--- config.mk ---
export PLATFORM = sky130hd
export DESIGN_NAME = fcmp_pipe
export DESIGN_NICKNAME = d
export VERILOG_FILES = /design/src/rtl/fcmp_pipe.sv
export SDC_FILE = /design/constraint.sdc
export NUM_CORES = 1
export LEC_CHECK = 0
export ABC_AREA = 1
export CORE_ASPECT_RATIO = 1.75
export CORE_MARGIN = 2
export CORE_UTILIZATION = 40
export DETAILED_ROUTE_END_ITERATION = 16
export GPL_TIMING_DRIVEN = 0
export PLACE_DENSITY_LB_ADDON = 0.05
export SYNTH_ARGS = -nofsm -noshare
export SYNTH_HDL_FRONTEND = slang
export SYNTH_SLANG_ARGS = --single-unit
--- constraint.sdc ---
create_clock -name clk -period 16.6 [get_ports clk]
set_clock_uncertainty 0.2 [all_clocks]
set_input_delay 2.49 -clock clk [delete_from_list [all_inputs] [get_ports clk]]
set_output_delay 2.49 -clock clk [all_outputs]
set_load 0.02 [all_outputs]
--- src/rtl/fcmp_pipe.sv ---
// fcmp_pipe: two-stage pipelined single-precision compare / min-max unit.
// Stage 1 captures the operands and their flush-to-zero total-order keys,
// stage 2 compares the keys and forms the result. Valid/ready on both sides,
// one op per cycle when the consumer keeps up.
module fcmp_pipe #(
  parameter int TAG_W = 4
) (
  input  logic             clk,
  input  logic             rst,
  input  logic             in_valid,
  output logic             in_ready,
  input  logic [31:0]      x1,
  input  logic [31:0]      x2,
  input  logic [2:0]       op,
  input  logic [TAG_W-1:0] in_tag,
  output logic             out_valid,
  input  logic             out_ready,
  output logic [31:0]      y,
  output logic [TAG_W-1:0] out_tag
);

  typedef enum logic [2:0] {
    OP_FEQ  = 3'd0,
    OP_FLT  = 3'd1,
    OP_FLE  = 3'd2,
    OP_FMIN = 3'd3,
    OP_FMAX = 3'd4
  } op_e;

  // Total-order key: zeros and denormals collapse to one point, positives sit
  // above it in magnitude order, negatives below it in reversed magnitude order.
  function automatic logic [31:0] order_key(input logic [31:0] x);
    if (x[30:23] == 8'h00)
      return 32'h8000_0000;
    else if (!x[31])
      return {1'b1, x[30:23], x[22:0]};
    else
      return {1'b0, ~x[30:23], ~x[22:0]};
  endfunction

  logic             s1_valid;
  logic [2:0]       s1_op;
  logic [TAG_W-1:0] s1_tag;
  logic [31:0]      s1_x1, s1_x2;
  logic [31:0]      s1_k1, s1_k2;

  logic             s2_valid;
  logic [31:0]      s2_y;
  logic [TAG_W-1:0] s2_tag;

  logic             s2_load;
  logic             s1_load;
  logic             lt, eq;
  logic [31:0]      res;

  // Advance rules: a stage loads when it is empty or its successor loads.
  assign s2_load  = !s2_valid || out_ready;
  assign s1_load  = !s1_valid || s2_load;
  assign in_ready = s1_load;

  assign out_valid = s2_valid;
  assign y         = s2_y;
  assign out_tag   = s2_tag;

  // Stage-2 result selection from the registered keys.
  always_comb begin
    // NOTE: every always_comb output gets a default first so no path can infer a latch.
    res = 32'h0;
    lt  = (s1_k1 < s1_k2);
    eq  = (s1_k1 == s1_k2);
    case (s1_op)
      OP_FEQ:  res = {31'b0, eq};
      OP_FLT:  res = {31'b0, lt};
      OP_FLE:  res = {31'b0, lt | eq};
      OP_FMIN: res = (lt || eq) ? s1_x1 : s1_x2;
      OP_FMAX: res = lt ? s1_x2 : s1_x1;
      default: res = 32'h0;
    endcase
  end

  // Stage 1: capture operands, op, tag and keys on an accepted transfer.
  always_ff @(posedge clk or posedge rst) begin
    if (rst) begin
      // NOTE: sequential state uses non-blocking assignments so all registers update together at the edge.
      s1_valid <= 1'b0;
      s1_op    <= 3'd0;
      s1_tag   <= '0;
      s1_x1    <= 32'h0;
      s1_x2    <= 32'h0;
      s1_k1    <= 32'h0;
      s1_k2    <= 32'h0;
    end else if (s1_load) begin
      s1_valid <= in_valid;
      if (in_valid) begin
        s1_op  <= op;
        s1_tag <= in_tag;
        s1_x1  <= x1;
        s1_x2  <= x2;
        s1_k1  <= order_key(x1);
        s1_k2  <= order_key(x2);
      end
    end
  end

  // Stage 2: register the result; y/out_tag hold while stalled or on a bubble.
  always_ff @(posedge clk or posedge rst) begin
    if (rst) begin
      s2_valid <= 1'b0;
      s2_y     <= 32'h0;
      s2_tag   <= '0;
    end else if (s2_load) begin
      s2_valid <= s1_valid;
      if (s1_valid) begin
        s2_y   <= res;
        s2_tag <= s1_tag;
      end
    end
  end

endmodule

==> metrics, run 1 <==
dpl cells 1559; Die W 118 um; Synth Register Bits 173; Netlist cell types 31; crit-path cells clkdlybuf4s50_1 > inv_1 > nand3_1 > clkdlybuf4s50_1; IO Count 113; mux cell area share after synthesis 0%; Initial Util 40.4%; critical path startpoint category primary input; setup slack at placement 10170 ps; Sw Share 34.7%; HPWL Detailed 20200 um; crit-path max FO 3; CTS H-Tree Depth 4; WL final 26100 um; fmax 156 MHz; first-pass detailed-route iteration total 5; syn_area_per_cell 7.95 um2; initial antenna violation count 0; cell taking the most area after synthesis dfrtp_1; clk sink count 173; Routed WL per cell 16.4 um; Pleak 5.54 nW; antenna viol nets, final 0; RSZ-0062 raised after global routing no; routed vias/inst 4.78; Die ar. 0.0241 mm2; CTS Hold Bufs 0; setup tns final 0 ps; Std-Cell Rows 73; first-pass GRT wire length 42200 um; syn nets 1255; CTS tree built; Peak VDD IR 0.0000666 V; fin crit share 38.6%; pwr/cell area 125 mW/mm2; Hold Slack 276 ps; Comb pwr share 31.6%; Final Hold Vio Count 0; post-synthesis xor/xnor area fraction 5.95%; Final #Nets 1385; total gr overflow 0; final slew viol count 0; Final Instance Area 0.0113 mm2; largest cells by area after synthesis dfrtp_1 (47%), nand2_1 (17%), xor2_1 (6.0%); sequential cell fraction of total power 38.0%; Net Switching 0.000489 W; vias in the first global route 7851; maximum capacitance violations 0; Worst Setup End Kind primary output; area delta synth->final 23.3%; Worst Path Required 13910 ps; final cell count without fillers 1591; clk root buf clkbuf_16; cells after synthesis 1148; Seq/Total Area, Yosys 47.4%; Worst-Margin Slew 800 ps; Skew-Pair Late Insertion Delay 450 ps; Worst Path Buf+Inv 3; FILL cells 2287; critical setup path kind primary input to primary output; number of remaining DRC errors 0; final setup fails 0; main combinational cell family by area after synthesis simple AND/OR/NAND/NOR gates; Routability Congestion 0.849; DRT iter0 DRCs 375; Via Count 7611; Synth Area in Compound Gates 10.1%; Reg clk slew, reported paths 60 ps; largest net degree at the start of global routing 101; Clock Path Buffers 2; simple-gate share of the synthesized area 25.1%; TritonCTS buffer count 17; area share of the leading cell type in the synthesized netlist 47.4%; post-CTS resize count 0; antenna fix cells 0; area share of fa/ha/maj cells after synthesis 4.39%; Worst path top cell family by delay buffers and inverters; slew margin rel. 46.6%; CP max stage delay 620 ps; status completed; Worst Hold Class flop to flop; Overall Global Routing Usage 22.7%; yosys warns 0; CP most frequent cell clkdlybuf4s50_1; Final Critical Period 6410 ps; Vert. Die Dim 204 um; postcts setup bufs 0; DP Area 0.0106 mm2; fraction of layout cells with a size suffix above 1 5.34%; slowest cell on the critical path clkdlybuf4s50_1; CP arrival 3720 ps; clock group share of total power 30.3%; CORE AREA 0.0226 mm2; Setup WS post-layout 10190 ps; I/O Buffers 110; cell internal pwr 0.000921 W; Netlist Area Pre-Place 0.00913 mm2
[synth_stat cells (all sizes together)]
library cell  count
a21oi            16
nand3b            1
o21ai           113
a31oi             1
inv              93
buf              22
nor3              4
nor4              4
o21a              2
and2              1
nand4             1
a21o              1
nand3            71
clkbuf           46
nor2             45
dfrtp           173
nand2           429
o211ai           31
ha               32
xor2             62
[worst paths after layout]
| check | slack, ps | cells past startpoint | endpoint | from |
|---|---|---|---|---|
| min in group asynchronous | 2290 | 2 | y[21] | rst |
| max reg2reg | 13980 | 15 | y[15] | s1_k1[31] |
| min | 280 | 2 | y[14] | y[14] |
| min reg2reg | 280 | 2 | y[14] | y[14] |
| max in group asynchronous | 13010 | 3 | s1_k1[2] | rst |
| max | 10190 | 4 | in_ready | out_ready |
[per-layer routing]
layer	track usage, %	wire (um)	vias up
met4	7.23	488	0
met1	28.1	11400	3553
li1	-	-	3899
met3	4.28	764	28
met5	0	0	-
met2	39.8	13400	131
[cell families after synthesis]
logic type | count (synthesis)
adders and majority gates | 32
buffers and inverters | 161
and+or+nand+nor | 556
DFF | 173
xor gates and xnor gates | 62
AOI/OAI and AO/OA | 164
[cell type report]
cell class	count	area [um2]	area share (%)
multi-input combinational	814	4150	36.9
timing repair buffer	111	1130	10.0
clock inverter	13	171	1.52
tap	300	375	3.34
inverter	93	357	3.17
sequential	173	4330	38.5
buffer	68	299	2.66
clock buffer	19	443	3.94
[power groups by stage]
stage	combinational [W]	clock, W	sequential [W]
floorplan	0.000263	0	0.000565
global placement	0.000442	0	0.000542
detailed placement	0.000449	0	0.000544
CTS	0.000453	0.000437	0.000536
global route	0.000502	0.000453	0.000545
finish	0.000446	0.000427	0.000537
[tightest hold or removal path, stage by stage, from the launching register on]
cell	delay, ps
dfrtp_1	340
nand2_1	50
nand2_1	50
[stage by stage]
step / util [%] / power (W)
floorplan: - / 0.000827
global placement: 47.0 / 0.000985
finish: 49.9 / 0.00141
global route: 49.9 / 0.00150
CTS: 49.9 / 0.00143
detailed placement: 47.1 / 0.000993
[flip-flops by register name (all words and copies together), names as in the netlist]
signal     count
s1_k1         32
s1_k2         32
s1_x1         32
s1_x2         32
y             32
out_tag        4
s1_tag         4
s1_op          3
out_valid      1
s1_valid       1
[layout by cell type (no fill, tap or decap), drive strengths merged]
| master | count |
|---|---|
| o21ai | 113 |
| xor2 | 62 |
| a21oi | 16 |
| buf | 23 |
| nor3 | 4 |
| nand2 | 429 |
| clkinvlp | 1 |
| clkdlybuf4s50 | 110 |
| a31oi | 1 |
| a21o | 1 |
| nor4 | 4 |
| dfrtp | 173 |
| o211ai | 31 |
| nand4 | 1 |
| clkinv | 8 |
| inv | 93 |
| nor2 | 45 |
| and2 | 1 |
| ha | 32 |
| nand3b | 1 |
| bufinv | 4 |
| nand3 | 71 |
| clkbuf | 65 |
| o21a | 2 |
Note: power is estimated with default switching activity, not from simulation.
==> run 2: changes to the inputs <==
==> constraint.sdc (replaced) <==
create_clock -name clk -period 6 [get_ports clk]
set_clock_uncertainty 0.2 [all_clocks]
set_input_delay 0.9 -clock clk [delete_from_list [all_inputs] [get_ports clk]]
set_output_delay 0.9 -clock clk [all_outputs]
set_load 0.02 [all_outputs]
==> results of run 2 <==
Same layout as run 1 (identical final DEF). Status: completed.
Among the figures that moved: setup slack after placement 10170 ps -> 2500 ps; setup slack after layout 10190 ps -> 2770 ps; register-to-register setup slack 13980 ps -> 3380 ps; total power 0.00141 W -> 0.00390 W; worst IR drop on VDD 0.0000666 V -> 0.000184 V
